[config.mk]
export PLATFORM = sky130hd
export DESIGN_NAME = dm_store_buffer_flat
export DESIGN_NICKNAME = d
export VERILOG_FILES = /design/src/rtl/dm_store_buffer_if.sv /design/src/rtl/dm_store_buffer.sv /design/src/flat_wrapper.sv
export SDC_FILE = /design/constraint.sdc
export NUM_CORES = 1
export LEC_CHECK = 0
export ABC_AREA = 1
export BUFFER_PORTS_ARGS = -buffer_cell sky130_fd_sc_hd__buf_2
export CORE_MARGIN = 5
export CORE_UTILIZATION = 45
export CTS_BUF_LIST = sky130_fd_sc_hd__clkbuf_8
export DETAILED_ROUTE_END_ITERATION = 7
export PLACE_DENSITY = 0.66
export SYNTH_ARGS = -nofsm -noshare
export SYNTH_HDL_FRONTEND = slang
export SYNTH_SLANG_ARGS = --single-unit
[constraint.sdc]
create_clock -name clk -period 4.3 [get_ports clk]
set_input_delay 0.86 -clock clk [delete_from_list [all_inputs] [get_ports clk]]
set_output_delay 0.86 -clock clk [all_outputs]
set_load 0.005 [all_outputs]
[src/rtl/dm_store_buffer_if.sv]
// Bus bundle for dm_store_buffer: MEM-stage store/load requests, data-memory port and status.
// master = pipeline/memory side, slave = the store buffer itself.
interface dm_store_buffer_if #(
   parameter int unsigned PTR_W = 2
);
   logic             st_valid;
   logic             st_ready;
   logic [31:0]      st_addr;
   logic [31:0]      st_data;
   logic [2:0]       st_type;
   logic             ld_valid;
   logic [31:0]      ld_addr;
   logic [2:0]       ld_type;
   logic             ld_stall;
   logic             ld_fwd;
   logic [31:0]      ld_fwd_data;
   logic             dm_wr;
   logic [31:0]      dm_addr;
   logic [31:0]      dm_din;
   logic [2:0]       dm_type;
   logic             empty;
   logic [PTR_W:0]   count;

   modport master (
      output st_valid, st_addr, st_data, st_type, ld_valid, ld_addr, ld_type,
      input  st_ready, ld_stall, ld_fwd, ld_fwd_data, dm_wr, dm_addr, dm_din, dm_type,
             empty, count
   );

   modport slave (
      input  st_valid, st_addr, st_data, st_type, ld_valid, ld_addr, ld_type,
      output st_ready, ld_stall, ld_fwd, ld_fwd_data, dm_wr, dm_addr, dm_din, dm_type,
             empty, count
   );
endinterface

[src/rtl/dm_store_buffer.sv]
// Store buffer owning the data-memory port: FIFO of retired stores, drained when no load needs the port.
// Optional macro STB_FWD_EN: word loads hitting a youngest word store are forwarded instead of stalled.
module dm_store_buffer #(
   parameter int unsigned DEPTH = 4,
   parameter int unsigned PTR_W = 2
) (
   input logic              clk,
   input logic              rstn,
   dm_store_buffer_if.slave bus
);
   logic [31:0]      addr_q [DEPTH];
   logic [31:0]      data_q [DEPTH];
   logic [2:0]       type_q [DEPTH];
   logic [DEPTH-1:0] valid_q, valid_d;
   logic [PTR_W-1:0] wr_ptr_q, rd_ptr_q;
   logic [PTR_W:0]   count_q, count_d;
   logic             enq, drain, hit, fwd;
   logic [31:0]      fwd_data;

   assign bus.st_ready = (count_q != (PTR_W+1)'(DEPTH));
   assign bus.empty    = (count_q == '0);
   assign bus.count    = count_q;
   assign enq          = bus.st_valid && bus.st_ready;

   // Only entries present before this edge take part; a same-cycle store is not yet valid.
   always_comb begin
      hit = 1'b0;
      for (int unsigned i = 0; i < DEPTH; i++) begin
         if (valid_q[i] && (addr_q[i][31:2] == bus.ld_addr[31:2])) hit = 1'b1;
      end
      hit = hit && bus.ld_valid;
   end

`ifdef STB_FWD_EN
   logic             fwd_found;
   logic [PTR_W-1:0] fwd_idx;

   // Walk from wr_ptr-1 backwards so the first match is the youngest store to that word.
   always_comb begin
      fwd_found = 1'b0;
      fwd_idx   = '0;
      fwd       = 1'b0;
      fwd_data  = '0;
      for (int unsigned i = 0; i < DEPTH; i++) begin
         fwd_idx = wr_ptr_q - PTR_W'(1) - PTR_W'(i);
         if (!fwd_found && valid_q[fwd_idx] && (addr_q[fwd_idx][31:2] == bus.ld_addr[31:2])) begin
            fwd_found = 1'b1;
            fwd       = bus.ld_valid && (bus.ld_type == 3'b000) && (type_q[fwd_idx] == 3'b000);
            fwd_data  = data_q[fwd_idx];
         end
      end
      if (!fwd) fwd_data = '0;
   end
`else
   assign fwd      = 1'b0;
   assign fwd_data = '0;
`endif

   assign bus.ld_stall    = hit && !fwd;
   assign bus.ld_fwd      = fwd;
   assign bus.ld_fwd_data = fwd_data;
   assign drain           = (count_q != '0) && (!bus.ld_valid || bus.ld_stall);

   always_comb begin
      bus.dm_wr   = drain;
      bus.dm_addr = bus.ld_addr;
      bus.dm_din  = '0;
      bus.dm_type = bus.ld_type;
      if (drain) begin
         bus.dm_addr = addr_q[rd_ptr_q];
         bus.dm_din  = data_q[rd_ptr_q];
         bus.dm_type = type_q[rd_ptr_q];
      end
   end

   always_comb begin
      valid_d = valid_q;
      if (drain) valid_d[rd_ptr_q] = 1'b0;
      if (enq)   valid_d[wr_ptr_q] = 1'b1;
      count_d = count_q;
      case ({enq, drain})
         2'b10:   count_d = count_q + 1'b1;
         2'b01:   count_d = count_q - 1'b1;
         default: count_d = count_q;
      endcase
   end

   always_ff @(posedge clk or negedge rstn) begin
      if (!rstn) begin
         wr_ptr_q <= '0;
         rd_ptr_q <= '0;
         count_q  <= '0;
         valid_q  <= '0;
      end else begin
         if (enq)   wr_ptr_q <= wr_ptr_q + 1'b1;
         if (drain) rd_ptr_q <= rd_ptr_q + 1'b1;
         count_q <= count_d;
         valid_q <= valid_d;
      end
   end

   always_ff @(posedge clk) begin
      if (enq) begin
         addr_q[wr_ptr_q] <= bus.st_addr;
         data_q[wr_ptr_q] <= bus.st_data;
         type_q[wr_ptr_q] <= bus.st_type;
      end
   end
endmodule
[src/flat_wrapper.sv]
// flat-port wrapper written by rule: the top's interface ports become plain ports
module dm_store_buffer_flat 
#(
   parameter int unsigned DEPTH = 4,
   parameter int unsigned PTR_W = 2
)
  (clk, rstn, bus_st_valid, bus_st_addr, bus_st_data, bus_st_type, bus_ld_valid, bus_ld_addr, bus_ld_type, bus_st_ready, bus_ld_stall, bus_ld_fwd, bus_ld_fwd_data, bus_dm_wr, bus_dm_addr, bus_dm_din, bus_dm_type, bus_empty, bus_count);
  dm_store_buffer_if #(.PTR_W(PTR_W)) bus_i ();
  input logic clk;
  input logic rstn;
  input wire logic [$bits(bus_i.st_valid)-1:0] bus_st_valid;
  input wire logic [$bits(bus_i.st_addr)-1:0] bus_st_addr;
  input wire logic [$bits(bus_i.st_data)-1:0] bus_st_data;
  input wire logic [$bits(bus_i.st_type)-1:0] bus_st_type;
  input wire logic [$bits(bus_i.ld_valid)-1:0] bus_ld_valid;
  input wire logic [$bits(bus_i.ld_addr)-1:0] bus_ld_addr;
  input wire logic [$bits(bus_i.ld_type)-1:0] bus_ld_type;
  output wire logic [$bits(bus_i.st_ready)-1:0] bus_st_ready;
  output wire logic [$bits(bus_i.ld_stall)-1:0] bus_ld_stall;
  output wire logic [$bits(bus_i.ld_fwd)-1:0] bus_ld_fwd;
  output wire logic [$bits(bus_i.ld_fwd_data)-1:0] bus_ld_fwd_data;
  output wire logic [$bits(bus_i.dm_wr)-1:0] bus_dm_wr;
  output wire logic [$bits(bus_i.dm_addr)-1:0] bus_dm_addr;
  output wire logic [$bits(bus_i.dm_din)-1:0] bus_dm_din;
  output wire logic [$bits(bus_i.dm_type)-1:0] bus_dm_type;
  output wire logic [$bits(bus_i.empty)-1:0] bus_empty;
  output wire logic [$bits(bus_i.count)-1:0] bus_count;
  assign bus_i.st_valid = bus_st_valid;
  assign bus_i.st_addr = bus_st_addr;
  assign bus_i.st_data = bus_st_data;
  assign bus_i.st_type = bus_st_type;
  assign bus_i.ld_valid = bus_ld_valid;
  assign bus_i.ld_addr = bus_ld_addr;
  assign bus_i.ld_type = bus_ld_type;
  assign bus_st_ready = bus_i.st_ready;
  assign bus_ld_stall = bus_i.ld_stall;
  assign bus_ld_fwd = bus_i.ld_fwd;
  assign bus_ld_fwd_data = bus_i.ld_fwd_data;
  assign bus_dm_wr = bus_i.dm_wr;
  assign bus_dm_addr = bus_i.dm_addr;
  assign bus_dm_din = bus_i.dm_din;
  assign bus_dm_type = bus_i.dm_type;
  assign bus_empty = bus_i.empty;
  assign bus_count = bus_i.count;
  dm_store_buffer #(.DEPTH(DEPTH), .PTR_W(PTR_W)) u_core (.clk(clk), .rstn(rstn), .bus(bus_i));
endmodule
---- Word-level counts from Yosys, hierarchy flattened ----
Memory sizes are Yosys's and may differ from the RTL's.
Index checks and enable logic that the tools add are counted.
word-level totals
  register bits after elaboration ......... 11
  RAM bits ................................ 268
  memories kept ........................... 3
operators by class
  add/subtract/negate cells ............... 4
  magnitude comparators ................... 4
  eq/ne operators ......................... 7
  multiplexer cells ....................... 16
  bitwise operators ....................... 3
  reductions and logical operators ........ 14
memory list
  memory         depth  bits a word  read ports  clocked after memory_dff  wr ports  RTL line               source
  u_core.addr_q  4      32           5           0                         1         dm_store_buffer.sv:11  logic [31:0] addr_q [DEPTH];
  u_core.data_q  4      32           1           0                         1         dm_store_buffer.sv:12  logic [31:0] data_q [DEPTH];
  u_core.type_q  4      3            1           0                         1         dm_store_buffer.sv:13  logic [2:0] type_q [DEPTH];
operator list
  operator                                              number
  == test 30 bit                                        4
  two-way mux 32 bit                                    2
  logical AND 1 bit                                     9
  two-way mux 1 bit                                     8
  two-way mux 4 bit                                     2
  < comparator 2 x 3 -> 1 bit (second input constant)   2
  one-hot mux 3 bit (2 select lines)                    1
  adder 2 x 1 -> 2 bit (second input constant)          2
  AND 4 bit                                             1
  demux 1 bit (select 2 bit)                            2
  >= comparator 2 x 1 -> 1 bit (second input constant)  2
  inverter 4 bit                                        1
  bitwise OR 4 bit                                      1
  adder 3 x 1 -> 3 bit (second input constant)          1
  zero test 3 bit                                       1
  two-way mux 3 bit                                     1
  != test 3 bit (second input constant)                 1
  nonzero test 3 bit                                    1
  subtractor 3 x 1 -> 3 bit (second input constant)     1
  == test 2 x 1 -> 1 bit (second input constant)        1
  == test 2 bit (second input constant)                 1
  nonzero test 2 bit                                    1
  zero test 1 bit                                       1
  logical OR 1 bit                                      1

---- Longest topological paths before layout ----
Gate-level depths: netlist of the first run.
An unclocked memory read counts as a cell.
  depth in word-level cells ............... 13
  gate-level depth with buffers ........... 20
  mapped depth without buffers ............ 18

---- Worst setup path after synthesis of the first run ----
OpenSTA, ideal clock, no wires.
  path type ............................... input-to-reg
  from .................................... in bus_ld_addr[8]
  to ...................................... reg u_core.count_q[2] (netlist: u_core.bus.count[2])
  data arrival time ....................... 2858 ps
  data required time ...................... 4176 ps
  slack ................................... 1317 ps
  cell stages on the path ................. 20
  path through ............................ buf_2 inv_2 nand2_1 nand2_1 nor2_1 nand2_1 nor2_1 nand2_1 nor2_1 nor2_1 nand3_2 nand2_2 buf_4 inv_2 ha_1 inv_1 fa_1 a21oi_1 o21ai_0 xnor2_1
on the way
  cells in the longest elaborated chain, start to end .. 11
  elaborated cells on any way between the ends .. 19
RTL lines
  item                                                                      RTL line               source
  from (decl)                                                               flat_wrapper.sv:16     input wire logic [$bits(bus_i.ld_addr)-1:0] bus_ld_addr;
  == test 30 bit                                                            dm_store_buffer.sv:29  if (valid_q[i] && (addr_q[i][31:2] == bus.ld_addr[31:2])) hit = 1'b1;
  logical AND 1 bit                                                         dm_store_buffer.sv:29
  two-way mux 1 bit (3 in series)                                           dm_store_buffer.sv:29
  two-way mux 1 bit *                                                       dm_store_buffer.sv:29
  logical AND 1 bit *                                                       dm_store_buffer.sv:31  hit = hit && bus.ld_valid;
  logical OR 1 bit *                                                        dm_store_buffer.sv:62  assign drain = (count_q != '0) && (!bus.ld_valid || bus.ld_stall);
  logical AND 1 bit *                                                       dm_store_buffer.sv:62
  via bus_dm_wr                                                             flat_wrapper.sv:22     output wire logic [$bits(bus_i.dm_wr)-1:0] bus_dm_wr;
  == test 2 x 1 -> 1 bit or == test 2 bit (tied branches)                   dm_store_buffer.sv:81  case ({enq, drain})
  one-hot mux 3 bit (2 select lines) or nonzero test 2 bit (tied branches)  n/a
  to (signal assigned)                                                      dm_store_buffer.sv:97  count_q <= count_d;
  to (decl)                                                                 dm_store_buffer.sv:16  logic [PTR_W:0] count_q, count_d;
The timed path passes the listed nets; every way through them passes the cells marked *.
A chain may end at the register's enable or synchronous reset.

---- Worst setup path after layout of the first run ----
  from .................................... in bus_ld_addr[25]
  to ...................................... out bus_dm_addr[19]
on the way
  cells in the longest elaborated chain, start to end .. 10
  elaborated cells on any way between the ends .. 16
RTL lines
  item                             RTL line               source
  == test 30 bit                   dm_store_buffer.sv:29
  logical AND 1 bit                dm_store_buffer.sv:29
  two-way mux 1 bit (3 in series)  dm_store_buffer.sv:29
  two-way mux 1 bit *              dm_store_buffer.sv:29
  logical AND 1 bit *              dm_store_buffer.sv:31
  logical OR 1 bit *               dm_store_buffer.sv:62
  logical AND 1 bit *              dm_store_buffer.sv:62
  two-way mux 32 bit *             dm_store_buffer.sv:69  if (drain) begin
  to (decl)                        flat_wrapper.sv:23     output wire logic [$bits(bus_i.dm_addr)-1:0] bus_dm_addr;
Mark *: on every way between the ends. The rest lies on a longest branch, timed or not.

==> run metrics, run 1 <==
Netlist cell types 25; Max-slew headroom 34.9%; Lkg Pwr 0.00698 µW; largest net degree at the start of global routing 96; Overflow after GRT 0; Crit Path Class in2out; data required time of the worst path 3.44 ns; FF-to-FF setup slack 1.40 ns; post_cts resized 0; Max IR drop VDD 0.000538 V; Fin Setup TNS 0 ns; vias per cell 5.08; core area 30400 µm²; crit path launch bus_ld_addr[25]; Max Fclk 276 MHz; DR iter-0 viols 1144; final setup vio count 0; H-tree levels 2; Synth warnings 0; unrepaired setup endpoints after global routing no; CP top delay family simple AND/OR/NAND/NOR gates; Critical path buffers and inverters 5; post-CTS setup buffers 0; fin crit period 3.62 ns; DP Cell Count 2056; Synth Register Bits 279; Final Cycle Share 84.3%; CP endpoint bus_dm_addr[19]; CP max-delay cell buf_4; Vias 10800; syn_area_per_cell 9.02 µm²; CP Capture Type output port; drt pass-1 iters 7; first-pass GRT wire length 57100 µm; cell area after synthesis 13800 µm²; Routed WL per cell 17.7 µm; clk slew on worst S/H paths 0.06 ns; Finished Layout Cells 2135; count of input and output buffers 179; endpoints failing hold 0; cell count after synthesis 1525; number of global-route vias before repair 10600; total global-route track usage 21.6%; number of remaining DRC errors 0; reg-to-reg endpoint u_core.bus.count[2]$_DFFE_PN0P_; clock sinks 279; Post-CTS Hold Buffers 0; Detailed Route WL 37900 µm; register area share after synthesis 60.5%; Max stage delay on crit path 0.29 ns; CP dominant cell by count nand2_1; total power 9290 µW; biggest fanout along the worst timing path 17; status completed; P per Cell Area 589 nW/µm²; slew at the pin closest to its max-slew limit 0.976 ns; Worst R2R Path Depth 16; antenna-violating nets left 0; Final Slew Violations 0; clk root buf clkbuf_8; worst path cell trace buf_2 -> inv_1 -> nand2_1 -> o21ai_0 -> nor2_1 -> nand2_1 -> nor2_1 -> nand2_1 -> nor2_1 -> nor2_1 -> nand3_2 -> nand2_2 -> buf_4 -> nand2_1 -> nand2_1 -> inv_1 -> buf_2; HP Class in2async; Die Ht 185 µm; Worst R2R Start u_core.addr_q[1][21]$_DFFE_PP_; dpl hpwl 24500 µm; CTS max path bufs 3; GPL Wtd Cong 0.957; CP startpoint kind primary input; Initial Util 45.2%; insertion delay to the later sink of the worst-skew pair 0.55 ns; Arr. time, crit path 2.76 ns; number of CTS-inserted buffers 45; Net count, final 1823; Layout area overhead 14.5%; Top Ports 213; WP depth 17; row count 64; Die Span X 185 µm; Worst Clk Skew 0.0129 ns; maxcap violations 0; die area 34200 µm²; share of cells above drive strength 1 16.2%; CTS tree yes; initial antenna violation count 8
state kept, by name, indices dropped and copies added (netlist names):
name	count
u_core.valid_q	4
u_core.bus.count	3
u_core.wr_ptr_q	2
u_core.rd_ptr_q	2
u_core.type_q	12
u_core.data_q	128
u_core.addr_q	128
area by class of cell:
class | count | area [µm²]
Fill cell | 2863 | 14700
Sequential cell | 279 | 8330
Multi-Input combinational cell | 989 | 4320
Timing Repair Buffer | 195 | 1100
Inverter | 197 | 739
Clock buffer | 46 | 633
Tap cell | 396 | 495
Clock inverter | 30 | 131
Antenna cell | 3 | 7.51
metal layers:
metal	routed length [µm]	global-route usage, %	vias to the layer above
met1	15400	27.9	4988
met5	89	0	-
met4	1280	7.72	14
met2	17600	35.9	476
met3	3400	5.18	107
li1	-	-	5264
worst min-delay path by stage:
| stage | start | end | depth (start not counted) | slack, ns |
|---|---|---|---|---|
| after global routing | rstn | u_core.bus.count[1]$_DFFE_PN0P_ | 1 | 0.16 |
| final | rstn | u_core.bus.count[1]$_DFFE_PN0P_ | 1 | 0.19 |
| after global placement | u_core.valid_q[2]$_DFF_PN0_ | u_core.valid_q[2]$_DFF_PN0_ | 2 | 0.46 |
| after CTS | rstn | u_core.bus.count[0]$_DFFE_PN0P_ | 1 | 0.17 |
| after detailed placement | u_core.valid_q[2]$_DFF_PN0_ | u_core.valid_q[2]$_DFF_PN0_ | 2 | 0.46 |
| after floorplan | u_core.valid_q[2]$_DFF_PN0_ | u_core.valid_q[2]$_DFF_PN0_ | 2 | 0.44 |
cell usage in the layout (no fill, tap or decap), drive strengths merged, types with 7 or more instances in the layout:
| cell type | count |
|---|---|
| nand2 | 376 |
| edfxtp | 268 |
| nor2 | 229 |
| inv | 212 |
| buf | 195 |
| o21ai | 183 |
| a21oi | 84 |
| clkbuf | 46 |
| nand3 | 46 |
| conb | 33 |
| clkinv | 15 |
| xnor2 | 12 |
| dfrtp | 11 |
| ha | 9 |
| xor2 | 7 |
| o22ai | 7 |
metrics by stage:
stage	hold slack (ns)	cell area, µm²	setup WS (ns)	util (%)
floorplan	0.436	13900	1.32	-
global placement	0.456	15000	0.736	49.3
detailed placement	0.461	15000	0.723	49.3
CTS	0.168	15800	0.715	51.8
global route	0.161	15800	0.470	51.8
finish	0.188	15800	0.677	51.8
Yosys cell counts:
cell type / number / share of area, %
nand2_1: 375 / 10
xor2_1: 7 / 0.45
clkinv_1: 2 / 0.055
o22ai_1: 7 / 0.32
ha_1: 9 / 0.82
nor2_1: 229 / 6.2
edfxtp_1: 268 / 58
buf_4: 37 / 2.0
conb_1: 1 / 0.027
a21boi_0: 1 / 0.055
o21ai_0: 170 / 6.2
a21oi_1: 84 / 3.1
fa_1: 1 / 0.15
inv_2: 24 / 0.65
nand3_1: 45 / 1.6
clkbuf_1: 42 / 1.1
o21ai_1: 13 / 0.47
dfrtp_1: 11 / 2.0
nor3_1: 1 / 0.036
buf_2: 8 / 0.29
nand2_2: 1 / 0.045
buf_1: 5 / 0.14
nand3_2: 1 / 0.073
inv_1: 171 / 4.7
xnor2_1: 12 / 0.76
power by group:
group	switching (µW)	total, µW	internal, µW
clock network	1010	2000	992
registers	236	3840	3600
logic	2340	3450	1110
total	3580	9290	5700
cell families (layout without fill, tap and decap cells):
group,count (synthesis),in the layout,synth area share (%)
other,1,36,0.0273
XOR/XNOR,19,19,1.21
AO/OA/AOI/OAI,275,275,10.1
buffers and inverters,289,468,8.97
AND/OR/NAND/NOR,652,652,18.3
adder cells (fa/ha/maj),10,10,0.964
flip-flops,279,279,60.5
Power figures use the tool's default switching activity.
==> inputs of run 2 (changes only) <==
--- a/config.mk
+++ b/config.mk
@@ -11,7 +11,7 @@
 export CORE_UTILIZATION = 45
 export CTS_BUF_LIST = sky130_fd_sc_hd__clkbuf_8
 export DETAILED_ROUTE_END_ITERATION = 7
-export PLACE_DENSITY = 0.66
+export PLACE_DENSITY = 0.68
 export SYNTH_ARGS = -nofsm -noshare
 export SYNTH_HDL_FRONTEND = slang
 export SYNTH_SLANG_ARGS = --single-unit
==> constraint.sdc (replaced) <==
create_clock -name clk -period 3.2 [get_ports clk]
set_input_delay 0.64 -clock clk [delete_from_list [all_inputs] [get_ports clk]]
set_output_delay 0.64 -clock clk [all_outputs]
set_load 0.005 [all_outputs]
==> run 2 against run 1 <==
Net effect:
- the run now ends with negative setup slack left
- die area did not move
- largest power group is now combinational logic
- clock-buffer cell count rose by 4
- cell count increased by 2.1%
- critical path depth down 5
- clock power up 53%
- hold slack improved by 0.079 ns
- non-clock buffer count up 37
- flip-flop and latch count unchanged
- core utilization up 4.3 points
- total power is 50% higher
- highest routed layer unchanged
- combinational power increased by 66%
==> run metrics, run 2 (synthesis results as in run 1) <==
Comb pwr share 41.1% (+4.0 points); endpoints failing hold 0 (unchanged); Net count, final 1864 (+2.2%); setup slack after layout -0.0923 ns (-0.769 ns); DR iter-0 viols 1092 (-4.5%); dpl hpwl 26000 µm (+6.1%); CP Capture Type output port; Final Slew Violations 0 (unchanged); Crit Path Class reg2out; most frequent cells in the layout nand2_1, edfxtp_1, nor2_1, inv_1, buf_2; Overflow after GRT 0 (unchanged); CP startpoint kind flip-flop; maxcap violations 0 (unchanged); Setup WS pre-CTS -0.105 ns (-0.828 ns); Arr. time, crit path 2.65 ns (-0.11 ns); number of CTS-inserted buffers 49 (+8.9%); antenna-violating nets left 0 (unchanged); biggest registers after layout u_core.addr_q x128, u_core.data_q x128, u_core.type_q x12; row count 64 (unchanged); total global-route track usage 23.1% (+1.4 points); clock sinks 279 (unchanged); clk slew on worst S/H paths 0.06 ns (about the same); H-tree levels 2 (unchanged); share of cells above drive strength 1 24.8% (+8.6 points); Max-slew headroom 53.7% (+19 points); clock share of power 22.0% (+0.4 points); Vias 11400 (+4.7%); vias per cell 5.21 (+2.5%); unrepaired setup endpoints after global routing yes; biggest fanout along the worst timing path 6 (-11); Detailed Route WL 41300 µm (+9.0%); die area 34200 µm² (unchanged); insertion delay to the later sink of the worst-skew pair 0.58 ns (+0.03 ns); CTS tree yes; CTS max path bufs 3 (unchanged); total power 13900 µW (+50%); Routed WL per cell 18.9 µm (+6.8%); NetSw 5440 µW (+52%); Power Internal 8480 µW (+49%); commonest non-fill, non-tap cell in the layout nand2_1; slew at the pin closest to its max-slew limit 0.694 ns (-0.283 ns); Lkg Pwr 0.00748 µW (+7.0%); Final Cycle Share 103%; failing checks negative setup slack; switching share of power 39.1% (+0.46 points); core area 30400 µm² (unchanged); number of global-route vias before repair 10900 (+3.3%); HP Class in2reg; Layout area overhead 24.1%; Worst Clk Skew 0.0276 ns (+0.0146 ns); number of remaining DRC errors 0 (unchanged); data required time of the worst path 2.56 ns (-0.88 ns); final setup vio count 61 (+61); Sequential Power Share 36.9% (-4.4 points); fin crit period 3.29 ns; GPL Wtd Cong 0.992 (+3.8%); Max IR drop VDD 0.000603 V (+12%); status finished with violations; drt pass-1 iters 6 (-1); clk root buf clkbuf_8; Top Ports 213 (unchanged); count of input and output buffers 179 (unchanged); Initial Util 45.2% (unchanged); first-pass GRT wire length 60700 µm (+6.3%); Max Fclk 304 MHz; Die Ht 185 µm (unchanged); initial antenna violation count 8 (unchanged); P per Cell Area 815 nW/µm² (+38%); Die Span X 185 µm (unchanged); largest net degree at the start of global routing 113 (+18%)
==> run 2: cell types whose count changed in the layout (fill, tap and decap cells not counted), sizes merged <==
| cell | previous run | this run |
|---|---|---|
| diode | 3 | 2 |
| dlygate4sd3 | 0 | 1 |
| bufinv | 0 | 2 |
| clkbuf | 46 | 54 |
| clkinvlp | 0 | 1 |
| buf | 195 | 227 |
| inv | 212 | 216 |
| clkinv | 15 | 13 |
==> run 2: area by class of cell <==
| cell class | count | area [µm²] |
|---|---|---|
| diodes | 2 | 5.00 |
| clock buffers | 50 | 688 |
| clock inverters | 35 | 214 |
| fillers | 2669 | 13400 |
| inverters | 197 | 739 |
| multi-input cells | 989 | 4880 |
| flip-flops and latches | 279 | 8330 |
| well taps | 396 | 495 |
| repair buffers | 232 | 1720 |
==> run 2: timing repair <==
action                     4_1_cts  5_1_grt
resized for setup               84      100
setup buffers                    7        5
setup endpoints to repair       68       70
gates cloned                     6        4
hold endpoints to repair        11        0
pin swaps                        9       26
hold buffers                     1        0
==> run 2: power groups by stage <==
stage,clock [µW],combinational [µW],sequential (µW)
6_report,3070,5720,5140
3_3_place_gp,0,4790,5180
3_5_place_dp,0,4830,5200
5_1_grt,3290,6290,5190
2_1_floorplan,0,2990,5140
4_1_cts,3130,5360,5130
==> run 2: metrics by stage <==
stage | instance area [µm²] | TNS, ns | utilization, % | hold slack, ns | instances
final | 17100 | -2.93 | 56.1 | 0.266 | 2180
after global routing | 17100 | -13.12 | 56.1 | 0.234 | 2178
after CTS | 16600 | -2.63 | 54.6 | 0.230 | 2171
after detailed placement | 15100 | -0.155 | 49.8 | 0.498 | 2072
after global placement | 15100 | -0.0837 | 49.8 | 0.490 | 2072
after floorplan | 13900 | 0 | - | 0.344 | 1557
==> run 2: final timing paths <==
| path | to | cells past startpoint | slack (ns) | from |
|---|---|---|---|---|
| min | u_core.data_q[0][17]$_DFFE_PP_ | 1 | 0.27 | bus_st_data[17] |
| min in group asynchronous | u_core.bus.count[0]$_DFFE_PN0P_ | 2 | 0.48 | rstn |
| max in group asynchronous | u_core.rd_ptr_q[0]$_DFFE_PN0N_ | 2 | 2.45 | rstn |
| min reg2reg | u_core.valid_q[2]$_DFF_PN0_ | 2 | 0.53 | u_core.valid_q[2]$_DFF_PN0_ |
| max | bus_dm_din[0] | 12 | -0.09 | u_core.addr_q[3][19]$_DFFE_PP_ |
| max reg2reg | u_core.bus.count[2]$_DFFE_PN0P_ | 16 | 0.36 | u_core.addr_q[3][19]$_DFFE_PP_ |
==> run 2: metal layers <==
layer	global-route usage, %	wire length, µm	vias up
met5	0	71	-
met4	8.34	1450	14
met3	5.83	4140	107
met2	36.9	19000	568
met1	30.8	16600	5298
li1	-	-	5367
==> run 2: worst max-delay path, stage by stage (launching register included) <==
cell	delay (ns)
edfxtp_1	0.41
xnor2_1	0.25
nand3_2	0.18
nor2_1	0.14
nand2_1	0.07
nor2_2	0.14
nor2_2	0.07
nand3_4	0.11
nand2_8	0.09
buf_12	0.17
buf_16	0.15
a21oi_4	0.14
buf_2	0.14
==> inputs of run 3 (changes only) <==
--- a/config.mk
+++ b/config.mk
@@ -5,13 +5,13 @@
 export SDC_FILE = /design/constraint.sdc
 export NUM_CORES = 1
 export LEC_CHECK = 0
-export ABC_AREA = 1
+export ABC_AREA = 0
 export BUFFER_PORTS_ARGS = -buffer_cell sky130_fd_sc_hd__buf_2
 export CORE_MARGIN = 5
 export CORE_UTILIZATION = 45
 export CTS_BUF_LIST = sky130_fd_sc_hd__clkbuf_8
 export DETAILED_ROUTE_END_ITERATION = 7
-export PLACE_DENSITY = 0.68
+export PLACE_DENSITY = 0.69
 export SYNTH_ARGS = -nofsm -noshare
 export SYNTH_HDL_FRONTEND = slang
 export SYNTH_SLANG_ARGS = --single-unit
==> run 3 against run 2 <==
Net effect:
- the flow still finishes with violations (negative setup slack)
- non-clock buffer count grew 22
- combinational power shrank 19%
- worst setup slack lost 0.31 ns
- critical path depth shrank 2
- first-iteration DRC count shrank 57%
- fmax shrank 8.7%
- synthesized cell count shrank 53%
- cell count shrank 37%
- register-to-register slack lost 0.23 ns
- core utilization grew 0.76 points
- clock skew shrank 0.013 ns
- final area shrank 7.0%
- critical path type unchanged
- critical endpoint is now bus_dm_addr[9]
- largest power group is now sequential cells
==> run metrics, run 3 <==
CP top delay family buffers and inverters; Max IR drop VDD 0.000508 V (-16%); H-tree levels 2 (unchanged); Lkg Pwr 0.00584 µW (-22%); Detailed Route WL 29600 µm (-28%); P per Cell Area 799 nW/µm² (-2.0%); Critical path buffers and inverters 4 (+1); Overflow after GRT 0 (unchanged); slew at the pin closest to its max-slew limit 0.594 ns (-0.100 ns); number of remaining DRC errors 0 (unchanged); total power 12700 µW (-8.8%); CP startpoint kind flip-flop; antenna-violating nets left 0 (unchanged); Post-synth EDFFs 268 (unchanged); biggest fanout along the worst timing path 10 (+4); first-pass GRT wire length 43300 µm (-29%); clk root buf clkbuf_8; count of input and output buffers 179 (unchanged); DP Cell Count 1283 (-38%); drt pass-1 iters 5 (-1); Netlist cell types 32 (+28%); commonest non-fill, non-tap cell in the layout edfxtp_1; Final Slew Violations 0 (unchanged); Routed WL per cell 21.5 µm (+14%); number of CTS-inserted buffers 46 (-6.1%); vias per cell 5.10 (-2.1%); Top Ports 213 (unchanged); row count 61 (-4.7%); unrepaired setup endpoints after global routing yes; crit path launch u_core.addr_q[2][29]$_DFFE_PP_; list of most frequent post-synthesis cells edfxtp_1, xnor2_1, mux4_2; HP Class in2reg; register area share after synthesis 65.0% (+4.6 points); CTS tree yes; Arr. time, crit path 2.96 ns (+0.31 ns); initial antenna violation count 3 (-5); CP dominant cell by count buf_6; Max-slew headroom 60.4% (+6.7 points); Synth warnings 0 (unchanged); GPL Wtd Cong 0.851 (-14%); Die Span X 179 µm (-3.4%); FF-to-FF setup slack 0.13 ns (-0.23 ns); Net count, final 1080 (-42%); failing checks negative setup slack; CP Capture Type output port; cell count after synthesis 716 (-53%); Synth top area share 62.9% (+4.4 points); fin util 56.9% (+0.76 points); Vias 7029 (-38%); final setup vio count 68 (+11%); insertion delay to the later sink of the worst-skew pair 0.54 ns (-0.04 ns); die area 31900 µm² (-6.6%); syn_area_per_cell 17.9 µm² (+98%); maxcap violations 0 (unchanged); status finished with violations; Worst R2R Start u_core.addr_q[2][29]$_DFFE_PP_; worst path cell trace xnor2_2 -> nand3_2 -> nor4_2 -> buf_4 -> a22oi_2 -> a31oi_4 -> buf_6 -> buf_12 -> mux2_4 -> buf_6; Initial Util 45.8% (+0.59 points); total global-route track usage 18.2% (-4.9 points); core area 27900 µm² (-8.2%); Synth Register Bits 279 (unchanged); count leader, synth edfxtp_1; clock sinks 279 (unchanged); fin crit period 3.60 ns (+0.312 ns); cell area after synthesis 12800 µm² (-7.0%); dpl hpwl 20200 µm (-22%); most frequent cells in the layout edfxtp_1, buf_2, xnor2_1, mux4_2, buf_6; Top FF cell, synth edfxtp_1; data required time of the worst path 2.56 ns (about the same); setup slack after layout -0.404 ns (-0.312 ns); Die Ht 179 µm (-3.4%); endpoints failing hold 0 (unchanged); number of global-route vias before repair 7339 (-33%); Max Fclk 277 MHz (-8.7%); largest area contributor in the netlist edfxtp_1; biggest registers after layout u_core.addr_q x128, u_core.data_q x128, u_core.type_q x12; Max stage delay on crit path 0.42 ns (about the same); DR iter-0 viols 470 (-57%); Synth area leaders edfxtp_1, mux4_2, xnor2_1, mux2_4, dfrtp_1; CP max-delay cell edfxtp_1; Finished Layout Cells 1378 (-37%); Fin Setup TNS -22.06 ns (-19.13 ns); ys async rst share 3.94% (unchanged); Crit Path Class reg2out; Final Cycle Share 113% (+9.8 points); share of cells above drive strength 1 46.0% (+21 points); CTS max path bufs 3 (unchanged); clk slew on worst S/H paths 0.06 ns (about the same); Layout area overhead 24.2% (about the same); largest net degree at the start of global routing 47 (-58%); Worst Clk Skew 0.0146 ns (-0.0130 ns); min-delay src bus_st_addr[5]
-- run 3: logic make-up after synthesis --
group	Yosys count	share of synthesized area [%]
AOI/OAI and AO/OA	13	0.890
xor gates and xnor gates	125	8.55
adders and majority gates	10	1.04
buffers and inverters	99	4.50
DFF	279	65.0
muxes	104	15.9
other	1	0.0293
and+or+nand+nor	85	4.04
-- run 3: worst paths after layout --
check / end / depth (start not counted)
max in group asynchronous: u_core.rd_ptr_q[1]$_DFFE_PN0N_ / 2
min in group asynchronous: u_core.bus.count[2]$_DFFE_PN0P_ / 2
worst min register to register: u_core.bus.count[2]$_DFFE_PN0P_ / 1
worst max register to register: u_core.bus.count[2]$_DFFE_PN0P_ / 15
worst max-delay path: bus_dm_addr[9] / 10
worst min-delay path: u_core.addr_q[2][5]$_DFFE_PP_ / 1
-- run 3: power by group --
| part | leakage (µW) | internal, µW | total, µW | switching [µW] |
|---|---|---|---|---|
| Sequential | 0.00258 | 4850 | 5280 | 427 |
| Clock | 0.000491 | 1430 | 2780 | 1350 |
| Combinational | 0.00276 | 2620 | 4640 | 2020 |
| Total | 0.00584 | 8900 | 12700 | 3790 |
-- run 3: through the flow --
stage,worst slack [ns],area (µm²),hold WS (ns)
after detailed placement,-0.404,14400,0.503
after CTS,-0.440,15500,0.275
after global routing,-0.516,15900,0.270
after floorplan,0.0932,12900,0.344
final,-0.404,15900,0.309
after global placement,-0.356,14400,0.499
-- run 3: what timing repair did --
action,4_1_cts,5_1_grt
pin swaps,5,11
gates resized for setup,44,68
endpoints found under the setup margin,69,70
hold endpoints to repair,11,0
setup buffers,2,6
hold buffers,1,0
cloned,1,1
-- run 3: layer usage --
layer / share of wire [%] / GRT usage, % / vias to the layer above
met2: 49 / 30.2 / 261
met4: 1.9 / 4.51 / 6
met3: 7.4 / 4.47 / 53
met1: 41 / 24.2 / 3535
li1: - / - / 3174
met5: 0.11 / 0 / -
-- run 3: area by class of cell --
cell class / instances / area [µm²]
Sequential cell: 279 / 8330
Antenna cell: 1 / 2.50
Clock inverter: 33 / 126
Multi-Input combinational cell: 370 / 4260
Tap cell: 378 / 473
Inverter: 13 / 48.8
Timing Repair Buffer: 254 / 1960
Fill cell: 2237 / 12000
Clock buffer: 50 / 688
